$ cat src/rtl/mem_access_unit_pkg.sv
// Shared definitions for the data-RAM access unit:
// funct3 codes, FSM states and the request legality check.
package mem_access_unit_pkg;

    localparam logic [2:0] F3_B  = 3'd0;
    localparam logic [2:0] F3_H  = 3'd1;
    localparam logic [2:0] F3_W  = 3'd2;
    localparam logic [2:0] F3_BU = 3'd4;
    localparam logic [2:0] F3_HU = 3'd5;

    typedef enum logic [2:0] {
        S_IDLE     = 3'd0,
        S_RD_ISSUE = 3'd1,
        S_RD_DATA  = 3'd2,
        S_WRITE    = 3'd3,
        S_RESP     = 3'd4
    } state_t;

    function automatic logic access_err(
        input logic       store,
        input logic [2:0] f3,
        input logic [1:0] off
    );
        logic mis;
        logic ill;
        mis = ((f3[1:0] == 2'd1) && off[0])
           || ((f3[1:0] == 2'd2) && (off != 2'd0));
        ill = store ? (f3 > 3'd2)
                    : ((f3 == 3'd3) || (f3 == 3'd6) || (f3 == 3'd7));
        return mis | ill;
    endfunction

endpackage

$ cat src/rtl/mem_access_unit_if.sv
// Request/response and data-RAM bundle of the access unit.
// slave = the unit, master = the execute stage / RAM side.
interface mem_access_unit_if #(
    parameter int N = 32
);
    logic         req_valid;
    logic         req_ready;
    logic         req_store;
    logic [2:0]   req_funct3;
    logic [N-1:0] req_addr;
    logic [N-1:0] req_wdata;
    logic         rsp_valid;
    logic [N-1:0] rsp_rdata;
    logic         rsp_err;
    logic         ram_we;
    logic [N-1:0] ram_addr;
    logic [N-1:0] ram_wdata;
    logic [N-1:0] ram_rdata;

    modport slave (
        input  req_valid, req_store, req_funct3, req_addr, req_wdata,
        input  ram_rdata,
        output req_ready, rsp_valid, rsp_rdata, rsp_err,
        output ram_we, ram_addr, ram_wdata
    );

    modport master (
        output req_valid, req_store, req_funct3, req_addr, req_wdata,
        output ram_rdata,
        input  req_ready, rsp_valid, rsp_rdata, rsp_err,
        input  ram_we, ram_addr, ram_wdata
    );
endinterface

$ cat src/rtl/mem_access_unit_lane.sv
// Byte/half lane handling: load extract+extend and
// store merge into an existing word, little-endian.
module mem_lane_align
    import mem_access_unit_pkg::*;
(
    input  logic [31:0] i_word,
    input  logic [31:0] i_wdata,
    input  logic [2:0]  i_funct3,
    input  logic [1:0]  i_off,
    output logic [31:0] o_load,
    output logic [31:0] o_merge
);

    logic [4:0]  w_sh;
    logic [31:0] w_lane;
    logic [31:0] w_mask;
    logic [31:0] w_ins;

    assign w_sh   = {i_off, 3'b000};
    assign w_lane = i_word >> w_sh;
    assign w_ins  = i_wdata << w_sh;

    always_comb begin
        o_load = i_word;
        unique case (1'b1)
            (i_funct3 == F3_B):  o_load = {{24{w_lane[7]}}, w_lane[7:0]};
            (i_funct3 == F3_H):  o_load = {{16{w_lane[15]}}, w_lane[15:0]};
            (i_funct3 == F3_BU): o_load = {24'd0, w_lane[7:0]};
            (i_funct3 == F3_HU): o_load = {16'd0, w_lane[15:0]};
            default:             o_load = i_word;
        endcase
    end

    always_comb begin
        w_mask = '1;
        unique case (1'b1)
            (i_funct3[1:0] == 2'd0): w_mask = 32'h0000_00FF << w_sh;
            (i_funct3[1:0] == 2'd1): w_mask = 32'h0000_FFFF << w_sh;
            default:                 w_mask = '1;
        endcase
    end

    assign o_merge = (i_word & ~w_mask) | (w_ins & w_mask);

endmodule

$ cat src/rtl/mem_access_unit.sv
// Load/store initiator for a word-wide synchronous data RAM;
// sub-word stores are done as read-modify-write.
module mem_access_unit
    import mem_access_unit_pkg::*;
#(
    parameter int N = 32
) (
    input  logic               clk,
    input  logic               rstn,
    mem_access_unit_if.slave   bus
);

    state_t       r_state;
    state_t       w_next;
    logic         r_store;
    logic [2:0]   r_f3;
    logic [N-1:0] r_addr;
    logic [N-1:0] r_wword;
    logic [N-1:0] r_rdata;
    logic         r_err;

    logic         w_acc;
    logic         w_bad;
    logic         w_sw;
    logic [N-1:0] w_waddr;
    logic [N-1:0] w_load;
    logic [N-1:0] w_merge;

    assign w_acc   = bus.req_valid & bus.req_ready;
    assign w_bad   = access_err(bus.req_store, bus.req_funct3,
                                bus.req_addr[1:0]);
    assign w_sw    = bus.req_store && (bus.req_funct3 == F3_W);
    assign w_waddr = {r_addr[N-1:2], 2'b00};

    mem_lane_align u_lane (
        .i_word   (bus.ram_rdata),
        .i_wdata  (r_wword),
        .i_funct3 (r_f3),
        .i_off    (r_addr[1:0]),
        .o_load   (w_load),
        .o_merge  (w_merge)
    );

    always_ff @(posedge clk or negedge rstn) begin
        if (!rstn) r_state <= S_IDLE;
        else       r_state <= w_next;
    end

    always_comb begin
        w_next = r_state;
        unique case (r_state)
            S_IDLE: begin
                if (w_acc) begin
                    if (w_bad)     w_next = S_RESP;
                    else if (w_sw) w_next = S_WRITE;
                    else           w_next = S_RD_ISSUE;
                end
            end
            S_RD_ISSUE: w_next = S_RD_DATA;
            S_RD_DATA:  w_next = r_store ? S_WRITE : S_RESP;
            S_WRITE:    w_next = S_RESP;
            S_RESP:     w_next = S_IDLE;
            default:    w_next = S_IDLE;
        endcase
    end

    // r_wword starts as the store data; sub-word stores replace it
    // with the merged word once the old word has been read.
    always_ff @(posedge clk or negedge rstn) begin
        if (!rstn) begin
            r_store <= 1'b0;
            r_f3    <= '0;
            r_addr  <= '0;
            r_wword <= '0;
            r_rdata <= '0;
            r_err   <= 1'b0;
        end else begin
            if (w_acc) begin
                r_store <= bus.req_store;
                r_f3    <= bus.req_funct3;
                r_addr  <= bus.req_addr;
                r_wword <= bus.req_wdata;
                r_rdata <= '0;
                r_err   <= w_bad;
            end
            if (r_state == S_RD_DATA) begin
                if (r_store) r_wword <= w_merge;
                else         r_rdata <= w_load;
            end
        end
    end

    assign bus.req_ready = (r_state == S_IDLE) & rstn;
    assign bus.rsp_valid = (r_state == S_RESP);
    assign bus.rsp_rdata = r_rdata;
    assign bus.rsp_err   = r_err;
    assign bus.ram_we    = (r_state == S_WRITE);
    assign bus.ram_addr  = ((r_state == S_RD_ISSUE) || (r_state == S_WRITE))
                         ? w_waddr : '0;
    assign bus.ram_wdata = (r_state == S_WRITE) ? r_wword : '0;

endmodule

$ cat src/flat_wrapper.sv
// flat-port wrapper written by rule: the top's interface ports become plain ports
module mem_access_unit_flat import mem_access_unit_pkg::*;
#(
    parameter int N = 32
)
  (clk, rstn, bus_req_valid, bus_req_store, bus_req_funct3, bus_req_addr, bus_req_wdata, bus_ram_rdata, bus_req_ready, bus_rsp_valid, bus_rsp_rdata, bus_rsp_err, bus_ram_we, bus_ram_addr, bus_ram_wdata);
  mem_access_unit_if #(.N(N)) bus_i ();
  input  logic clk;
  input  logic rstn;
  input wire logic [$bits(bus_i.req_valid)-1:0] bus_req_valid;
  input wire logic [$bits(bus_i.req_store)-1:0] bus_req_store;
  input wire logic [$bits(bus_i.req_funct3)-1:0] bus_req_funct3;
  input wire logic [$bits(bus_i.req_addr)-1:0] bus_req_addr;
  input wire logic [$bits(bus_i.req_wdata)-1:0] bus_req_wdata;
  input wire logic [$bits(bus_i.ram_rdata)-1:0] bus_ram_rdata;
  output wire logic [$bits(bus_i.req_ready)-1:0] bus_req_ready;
  output wire logic [$bits(bus_i.rsp_valid)-1:0] bus_rsp_valid;
  output wire logic [$bits(bus_i.rsp_rdata)-1:0] bus_rsp_rdata;
  output wire logic [$bits(bus_i.rsp_err)-1:0] bus_rsp_err;
  output wire logic [$bits(bus_i.ram_we)-1:0] bus_ram_we;
  output wire logic [$bits(bus_i.ram_addr)-1:0] bus_ram_addr;
  output wire logic [$bits(bus_i.ram_wdata)-1:0] bus_ram_wdata;
  assign bus_i.req_valid = bus_req_valid;
  assign bus_i.req_store = bus_req_store;
  assign bus_i.req_funct3 = bus_req_funct3;
  assign bus_i.req_addr = bus_req_addr;
  assign bus_i.req_wdata = bus_req_wdata;
  assign bus_i.ram_rdata = bus_ram_rdata;
  assign bus_req_ready = bus_i.req_ready;
  assign bus_rsp_valid = bus_i.rsp_valid;
  assign bus_rsp_rdata = bus_i.rsp_rdata;
  assign bus_rsp_err = bus_i.rsp_err;
  assign bus_ram_we = bus_i.ram_we;
  assign bus_ram_addr = bus_i.ram_addr;
  assign bus_ram_wdata = bus_i.ram_wdata;
  mem_access_unit #(.N(N)) u_core (.clk(clk), .rstn(rstn), .bus(bus_i));
endmodule
$ cat config.mk
export PLATFORM = sky130hd
export DESIGN_NAME = mem_access_unit_flat
export DESIGN_NICKNAME = d
export VERILOG_FILES = /design/src/rtl/mem_access_unit_pkg.sv /design/src/rtl/mem_access_unit_if.sv /design/src/rtl/mem_access_unit_lane.sv /design/src/rtl/mem_access_unit.sv /design/src/flat_wrapper.sv
export SDC_FILE = /design/constraint.sdc
export NUM_CORES = 1
export LEC_CHECK = 0
export ABC_CLOCK_PERIOD_IN_PS = 1890
export BUFFER_PORTS_ARGS = -buffer_cell sky130_fd_sc_hd__buf_2
export CORE_ASPECT_RATIO = 0.6
export CORE_MARGIN = 4
export CORE_UTILIZATION = 26
export DETAILED_ROUTE_END_ITERATION = 8
export GPL_TIMING_DRIVEN = 0
export PLACE_DENSITY = 0.45
export SLEW_MARGIN = 15
export SYNTH_ARGS = -nofsm -noshare
export SYNTH_HDL_FRONTEND = slang
export SYNTH_SLANG_ARGS = --single-unit
$ cat constraint.sdc
create_clock -name clk -period 1.89 [get_ports clk]
set_input_delay 0.189 -clock clk [delete_from_list [all_inputs] [get_ports clk]]
set_output_delay 0.189 -clock clk [all_outputs]
set_load 0.03 [all_outputs]
After elaboration in Yosys (flattened, before gate mapping)

Index checks and enable logic that the tools add are counted.
W data, S select, Z words.

Input bits: 103
Register bits after elaboration: 104
Output and inout bits: 100
Word-level logic and storage cells: 61

$lt $le $gt $ge: 1
Multiplexer cells: 16
Eq/ne operators: 15
Bitwise gates (word level): 7
Shift operators: 4
Reductions and logical operators: 11

Operator list:

| operator                | number |
|---|---|
| $mux W32                | 8 |
| $pmux W32 S4            | 1 |
| $and A32 B32 Y32        | 2 |
| $pmux W32 S2            | 1 |
| $not A32 Y32            | 1 |
| $or A32 B32 Y32         | 1 |
| $shl A16 B5 Y32 const A | 1 |
| $shl A32 B5 Y32         | 1 |
| $shl A8 B5 Y32 const A  | 1 |
| $shr A32 B5 Y16         | 1 |
| $eq A3 B3 Y1 const B    | 5 |
| $eq A3 B2 Y1 const B    | 4 |
| $pmux W3 S4             | 1 |
| $mux W3                 | 3 |
| $eq A3 B1 Y1 const B    | 2 |
| $logic_not A3 Y1        | 2 |
| $eq A2 B1 Y1 const B    | 2 |
| $logic_or A1 B1 Y1      | 4 |
| $gt A3 B2 Y1 const B    | 1 |
| $logic_and A1 B1 Y1     | 3 |
| $and A1 B1 Y1           | 2 |
| $eq A2 B2 Y1 const B    | 1 |
| $logic_not A2 Y1        | 1 |
| $mux W2                 | 1 |
| other kinds (4)         | 4 |

Depth between registers and ports, before layout

Gate-level depths: netlist of the first run.

Word-level depth: 8
Depth in mapped cells: 7
Gate-level depth less buffers: 4

Modules after synthesis

A second synthesis of the first run with hierarchy kept.

Cell total of the unflattened synthesis: 763
Area total of the unflattened synthesis: 6570.1 um^2

Modules (own cells, without submodules):

| module          | instances | cells an instance | area an instance (um^2) |
|---|---|---|---|
| mem_access_unit | 1         | 499               | 4864.7 |
| mem_lane_align  | 1         | 264               | 1705.4 |

Worst setup path before layout of the first run

No wires, ideal clock.

Path kind: reg2reg
Start: reg u_core.r_state[2]
End: reg u_core.r_state[1]
Period minus slack after synthesis: 1.973 ns
Data arrival time: 1.879 ns
Path slack: -0.083 ns
Buffers on the path: 3
Library setup time: 0.094 ns
Stages on the path, launching flop included: 8
Cell sequence: dfrtp_1 > buf_2 > nor4b_4 > and2_1 > buf_4 > buf_6 > nand3_2 > a221oi_2

Longest elaborated chain between the ends: 4

Ends and longest elaborated chain:

| item                   | line                  | source |
|---|---|---|
| from (decl)            | mem_access_unit.sv:13 | `state_t r_state;` |
| from (signal assigned) | mem_access_unit.sv:46 | `else r_state <= w_next;` |
| $logic_not A3 Y1       | mem_access_unit.sv:93 | `assign bus.req_ready = (r_state == S_IDLE) & rstn;` |
| $and A1 B1 Y1          | mem_access_unit.sv:93 |  |
| net bus_req_ready      | flat_wrapper.sv:16    | `output wire logic [$bits(bus_i.req_ready)-1:0] bus_req_ready;` |
| $and A1 B1 Y1          | mem_access_unit.sv:29 | `assign w_acc = bus.req_valid & bus.req_ready;` |
| $ne A2 B1 Y1 (no line) | n/a                   |  |

The timed path passes the listed nets, and every way through them passes these cells.
A chain may end at the register's enable or synchronous reset.

Final worst setup path of the first run

Start: reg u_core.r_state[0]
End: out bus_ram_wdata[7]

Longest elaborated chain between the ends: 2

Ends and longest elaborated chain:

| item         | line                   | source |
|---|---|---|
| $eq A3 B2 Y1 | mem_access_unit.sv:100 | `assign bus.ram_wdata = (r_state == S_WRITE) ? r_wword : '0;` |
| $mux W32     | mem_access_unit.sv:100 |  |
| to (decl)    | flat_wrapper.sv:22     | `output wire logic [$bits(bus_i.ram_wdata)-1:0] bus_ram_wdata;` |

Every way passes these cells.

==> results of run 1 <==
-- logic make-up (layout without fill, tap and decap cells) --
kind of cell	Yosys count	count (layout)	share of synthesized area, %
flops	104	104	44.1
buf+inv	72	323	5.62
simple gates	257	257	21.5
other cells	1	2	0.0636
compound gates	143	143	19.5
mux	51	51	9.06
xor+xnor	1	1	0.148
-- worst paths after layout --
kind / start / end / slack, ns / cells after the start
setup reg to reg: u_core.r_state[2]$_DFFE_PN0P_ / register / 0.04 / 7
min in group asynchronous: rstn / u_core.r_addr[9]$_DFFE_PN0P_ / 0.50 / 4
max in group asynchronous: rstn / u_core.r_store$_DFFE_PN0P_ / 1.10 / 3
hold reg to reg: u_core.r_addr[10]$_DFFE_PN0P_ / u_core.r_addr[10]$_DFFE_PN0P_ / 0.47 / 2
setup / recovery: u_core.r_state[0]$_DFFE_PN0P_ / bus_ram_wdata[7] / 0.02 / 6
hold / removal: bus_req_addr[6] / u_core.r_addr[6]$_DFFE_PN0P_ / 0.01 / 3
-- cell usage in the layout (no fill, tap or decap), types with 11 or more instances in the layout --
cell	count
buf_2	152
nand2_1	133
dfrtp_1	103
buf_6	53
mux2i_1	41
buf_4	40
o21ai_0	30
and2_1	28
and3_4	21
inv_1	17
nor2_1	17
and3_1	11
a2bb2oi_1	11
-- per-stage QoR --
step                      utilization, %  setup slack [ns]  instances
after floorplan                        -           -0.0327        630
after global routing                39.3           -0.0365       1189
after detailed placement            33.1            -0.614       1139
after global placement              32.9             -1.97       1138
final                               39.3            0.0164       1189
after CTS                           36.9          -0.00136       1174
-- layer usage --
| layer | up-vias | track usage [%] | part of all wire, % |
|---|---|---|---|
| met1 | 2870 | 32.7 | 54 |
| met4 | 2 | 2.71 | 0.54 |
| met5 | - | 0 | 0.027 |
| met2 | 215 | 25.7 | 39 |
| li1 | 2758 | - | - |
| met3 | 12 | 5.54 | 7.0 |
-- timing repair --
item / 4_1_cts / 5_1_grt
hold buffers: 8 / 0
endpoints found under the hold margin: 46 / 0
pin swaps: 7 / 13
cloned: 2 / 1
endpoints found under the setup margin: 158 / 140
resized for setup: 103 / 164
buffers inserted: 9 / 16
-- worst min-delay path: cells and delay by family --
kind | cells | cell delay [ns]
AND/OR/NAND/NOR | 2 | 0.08
buffers and inverters | 1 | 0.08
-- power by group through the flow --
stage | combinational (W) | sequential (W) | clock (W)
2_1_floorplan | 0.00393 | 0.00423 | 0
5_1_grt | 0.00790 | 0.00421 | 0.00206
4_1_cts | 0.00673 | 0.00404 | 0.00199
3_3_place_gp | 0.00629 | 0.00407 | 0
3_5_place_dp | 0.00630 | 0.00407 | 0
6_report | 0.00736 | 0.00410 | 0.00193
-- cell type report --
| cell class | instances | area (µm²) |
|---|---|---|
| well taps | 308 | 385 |
| plain buffers | 53 | 439 |
| clock inverters | 6 | 51.3 |
| flip-flops and latches | 104 | 2600 |
| clock buffers | 10 | 239 |
| inverters | 17 | 63.8 |
| fillers | 2326 | 13500 |
| multi-input cells | 454 | 3190 |
| repair buffers | 237 | 1760 |
==> results.ini, run 1 <==
[worst_setup_path]
crit_path_cell_trace = buf_6, nor2b_4, buf_12, clkbuf_16, and3_4, buf_6
crit_type = reg2out
slowest_stage = dfrtp_1
end_kind = output port
critPathArrivalTime_ns = 1.68
cp.buffers_inverters = 4
cpMostUsedCell = buf_6
critPathMaxStageDelay_ns = 0.36
startpoint_type = register
crit_required_ns = 1.70
crit_family = buffers and inverters
crit_fanout = 6

[floorplan]
io_pins = 203
die_area_mm2 = 0.0252
std_cell_rows = 42
core_mm2 = 0.0222
die_w_um = 202
initial_core_util_pct = 26.6
die_height_um = 125

[yosys]
yosysMostFrequentCell = nand2_1
async_flop_share_pct = 100
synth_flop_cell = dfrtp_1
ys_types = 57
syn-cell-area_mm2 = 0.00590
synth_edf_count = 0
ys_top_cells_by_area = dfrtp_1 44%, nand2_1 8.6%, mux2i_1 7.0%, and2_1 3.5%, and3_1 3.4%
synth_warnings = 0
synthTopCellsByCount = 135 x nand2_1, 104 x dfrtp_1, 41 x mux2i_1
ys_seq_area_share_pct = 44.1
syn_area_per_cell_um2 = 9.38
syn_inst = 629
synth-seq-cells = 104
netlist.area_leader.share_pct = 44.1
synth_area_leader_cell = dfrtp_1

[pwr]
p_switching_w = 0.00619
seqPwrFrac_pct = 30.6
comb_power_share_pct = 55.0
p_sw_share_pct = 46.2
total_power_w = 0.0134
leakage_nw = 4.32
irDropWorstVdd_v = 0.000531
intPower_w = 0.00721
power_density_mw_per_mm2 = 1540
clkPwrFrac_pct = 14.4

[grt]
grt_max_degree = 45
grt_pass1_wl_um = 38100
overflow = 0
track_usage_pct = 19.9
grt_pass1_vias = 5745
antenna_found_initial = 1

[placed_design]
gp_congestion = 0.818
placed_area_mm2 = 0.00734
io_buffers = 200
hpwl_um = 19600

[routing]
via_per_inst = 4.93
wl_um = 26100
vias = 5857
ant_nets = 0
drc = 0
first_iter_violations = 440
wl_per_cell_um = 21.9
drt_first_pass_iters = 5

[clock_network]
cts_root_buf = clkbuf_16
cts_tree = yes
cts_buffers = 9
clock_latency_ns = 0.36
clk_path_buf_depth = 2
htreeDepth = 3
cts_sinks = 104
clk_pin_slew_ns = 0.09

[sta]
min_period_ns = 1.87
tightest_slew_ns = 0.677
period_share_pct = 99.1
slew_headroom_pct = 54.3
fmax_mhz = 534
tns_ns = 0
slew_violations = 0
skew_ns = 0.0135
rsz0062_at_grt = true
hold-worst-slack_ns = 0.0127
hold_viol = 0
setup_violations = 0

[finish]
final_cell_area_mm2 = 0.00872
antenna_cells = 0
finalNetCount = 979
area_growth_pct = 47.9
drive_gt1_share_pct = 43.4

[outcome]
outcome = completed

[min_path]
hold_class = in2reg

[flow_run]
cap_violations = 0

Note: power is estimated with default switching activity, not from simulation.
==> run 2: changes to the inputs <==
- ABC_AREA: default -> 1
- BUFFER_PORTS_ARGS: -buffer_cell sky130_fd_sc_hd__buf_2 -> -buffer_cell sky130_fd_sc_hd__clkbuf_2
- PLACE_DENSITY: 0.45 -> 0.44
==> run 2 against run 1 <==
- the flow now finishes with violations (hold timing, setup timing)
- utilization is 3.0 points lower
- combinational power is 12% lower
- final area shrank 2.0%
- synthesized area up 7.1%
- global-route usage is 0.77 points higher
- synthesized cell count rose by 53%
- fmax is 3.2% lower
- setup slack lost 0.061 ns
==> results.ini, run 2 <==
[yosys]
async_flop_share_pct = 100  ; unchanged
synthTopCellsByCount = 322 x nand2_1, 119 x nand3_1, 107 x inv_1  ; was 135 x nand2_1, 104 x dfrtp_1, 41 x mux2i_1
yosysMostFrequentCell = nand2_1  ; unchanged
synth_area_leader_cell = dfrtp_1  ; unchanged
syn-cell-area_mm2 = 0.00632  ; was 0.00590 mm²
synth_edf_count = 0  ; unchanged
synth_warnings = 0  ; unchanged
synth-seq-cells = 104  ; unchanged
ys_types = 23  ; was 57
synth_flop_cell = dfrtp_1  ; unchanged
netlist.area_leader.share_pct = 41.2  ; was 44.1%
syn_area_per_cell_um2 = 6.56  ; was 9.38 µm²
ys_top_cells_by_area = dfrtp_1 41%, nand2_1 19%, nand3_1 9.4%, inv_1 6.4%, nor2_1 5.8%  ; was dfrtp_1 44%, nand2_1 8.6%, mux2i_1 7.0%, and2_1 3.5%, and3_1 3.4%
ys_seq_area_share_pct = 41.2  ; was 44.1%
syn_inst = 964  ; was 629

[finish]
fillers = 2627  ; was 2,326
fin_util_pct = 36.4  ; was 39.3%
final_cell_area_mm2 = 0.00855  ; was 0.00872 mm²
register_area_mm2 = 0.00260  ; about the same
mostFrequentLayoutCell = nand2_1  ; was buf_2
drive_gt1_share_pct = 26.6  ; was 43.4%
area_growth_pct = 35.3  ; was 47.9%
multi_input_area_mm2 = 0.00309  ; was 0.00319 mm²
antenna_cells = 0  ; unchanged
finalNetCount = 1296  ; was 979
final_cell_mix = 322 x nand2_1, 167 x clkbuf_2, 119 x nand3_1  ; was 152 x buf_2, 133 x nand2_1, 103 x dfrtp_1

[placed_design]
gp_congestion = 0.911  ; was 0.818
placed_area_mm2 = 0.00776  ; was 0.00734 mm²
io_buffers = 200  ; unchanged
hpwl_um = 22200  ; was 19,600 µm

[worst_setup_path]
startpoint_type = register  ; unchanged
slowest_stage = dfrtp_1  ; unchanged
crit_path_cell_trace = buf_4, nor2_4, inv_2, nor2_4, inv_4, buf_8, nor2_1, clkbuf_8  ; was buf_6, nor2b_4, buf_12, clkbuf_16, and3_4, buf_6
end_kind = output port  ; unchanged
crit_fanout = 10  ; was 6
crit_required_ns = 1.70  ; about the same
crit_type = reg2out  ; unchanged
critPathArrivalTime_ns = 1.75  ; was 1.68 ns
critPathMaxStageDelay_ns = 0.38  ; was 0.36 ns
cpMostUsedCell = nor2_4  ; was buf_6

[routing]
wl_per_cell_um = 18.5  ; was 21.9 µm
ant_nets = 0  ; unchanged
drc = 0  ; unchanged
wl_um = 28000  ; was 26,100 µm
vias = 6988  ; was 5,857
drt_first_pass_iters = 6  ; was 5
via_per_inst = 4.62  ; was 4.93
first_iter_violations = 572  ; was 440

[clock_network]
clk_path_buf_depth = 2  ; unchanged
cts_hold_buf = 3  ; was 8
cts_root_buf = clkbuf_16  ; unchanged
cts_tree = yes  ; unchanged
clk_pin_slew_ns = 0.08  ; was 0.09 ns
cts_sinks = 104  ; unchanged
clock_latency_ns = 0.37  ; was 0.36 ns
htreeDepth = 3  ; unchanged
cts_buffers = 9  ; unchanged

[sta]
period_share_pct = 102  ; was 99.1%
hold-worst-slack_ns = -0.171  ; was 0.0127 ns
skew_ns = 0.0141  ; was 0.0135 ns
rsz0062_at_grt = true  ; unchanged
tightest_slew_ns = 0.733  ; was 0.677 ns
hold_viol = 69  ; was 0
fmax_mhz = 517  ; was 534 MHz
slew_violations = 0  ; unchanged
slew_headroom_pct = 51.1  ; was 54.3%
min_period_ns = 1.93  ; was 1.87 ns
finalWorstSetupSlack_ns = -0.0447  ; was 0.0164 ns
setup_violations = 20  ; was 0

[floorplan]
core_mm2 = 0.0235  ; was 0.0222 mm²
io_pins = 203  ; unchanged
die_area_mm2 = 0.0270  ; was 0.0252 mm²
initial_core_util_pct = 26.9  ; was 26.6%
die_w_um = 209  ; was 202 µm
std_cell_rows = 43  ; was 42
die_height_um = 129  ; was 125 µm

[grt]
grt_max_degree = 72  ; was 45
antenna_found_initial = 0  ; was 1
grt_pass1_vias = 6818  ; was 5,745
track_usage_pct = 20.7  ; was 19.9%
overflow = 0  ; unchanged
grt_pass1_wl_um = 42300  ; was 38,100 µm

[pwr]
power_density_mw_per_mm2 = 1450  ; was 1540 mW/mm²
leakage_nw = 4.75  ; was 4.32 nW
irDropWorstVdd_v = 0.000596  ; was 0.000531 V

[outcome]
outcome = finished with violations  ; was completed
violations = hold timing, setup timing

[flow_run]
cap_violations = 0  ; unchanged

[min_path]
hold_class = in2async  ; was in2reg

[run 2: cell types whose count changed in the layout (fill, tap and decap cells not counted), sizes merged, moves of 33 or more]
cell    delta
mux2i     -41
buf      -183
o21ai     +40
nor2      +81
nand2    +191
clkbuf   +170
nand3    +108
inv       +98
and2      -33
[run 2: metal layers]
metal	track usage (%)	up-vias	share of wire (%)
met5	0	-	0
met4	3.26	0	0.91
met3	5.77	17	8.1
met2	26.9	237	38
met1	33.6	3249	53
li1	-	3485	-
[run 2: cell type report]
type / count / share of cell area [%]
multi-input combinational: 689 / 36.2
sequential: 104 / 30.4
timing repair buffer: 217 / 16.1
inverter: 117 / 5.17
tap: 315 / 4.61
buffer: 55 / 3.97
clock buffer: 10 / 2.80
clock inverter: 6 / 0.790
[run 2: where the power goes]
part	total, W	internal (W)	switching [W]
combinational	0.00648	0.00191	0.00457
clock	0.00206	0.00107	0.000986
sequential	0.00385	0.00318	0.000675
total	0.0124	0.00616	0.00623
[run 2: logic make-up after synthesis]
family | Yosys count | share of synthesized area (%)
AOI/OAI and AO/OA | 133 | 11.1
other | 1 | 0.0593
DFF | 104 | 41.2
buffers and inverters | 172 | 11.4
and+or+nand+nor | 554 | 36.2
[run 2: final timing paths]
check                                               from  depth (start not counted)                                  to  slack [ns]
max in group asynchronous                           rstn                          4  u_core.bus.rsp_rdata[25]$_DFF_PN0_        1.19
max reg2reg                 u_core.r_addr[0]$_DFFE_PN0P_                          6   u_core.bus.rsp_rdata[2]$_DFF_PN0_        0.07
min reg2reg                                     register                          2                            register        0.50
min in group clk                        bus_req_addr[21]                          3       u_core.r_addr[21]$_DFFE_PN0P_        0.02
max                        u_core.r_state[2]$_DFFE_PN0P_                          8                   bus_ram_wdata[28]       -0.04
min                                                 rstn                          2                           async pin       -0.17
[run 2: worst max-delay path: cells and delay by family (launching register included)]
kind,cells,cell delay [ns]
simple gates,3,0.35
buf+inv,5,0.63
flops,1,0.38
[run 2: repair_timing]
item                                    4_1_cts  5_1_grt
gates resized for setup                      63       85
buffers inserted                              2       11
endpoints found under the setup margin       61      147
hold endpoints to repair                     35       69
pin swaps                                     0        3
[run 2: per-stage QoR]
step / std cells / power [W] / worst slack (ns) / hold slack, ns / TNS, ns
2_1_floorplan: 965 / 0.00792 / 0.0424 / -0.107 / 0
5_1_grt: 1513 / 0.0134 / -0.120 / -0.132 / -2.99
6_report: 1513 / 0.0124 / -0.0447 / -0.171 / -0.291
4_1_cts: 1502 / 0.0122 / -0.0570 / -0.143 / -1.24
3_3_place_gp: 1480 / 0.0101 / -2.14 / 0.400 / -314.17
3_5_place_dp: 1481 / 0.0101 / -0.358 / 0.128 / -18.44
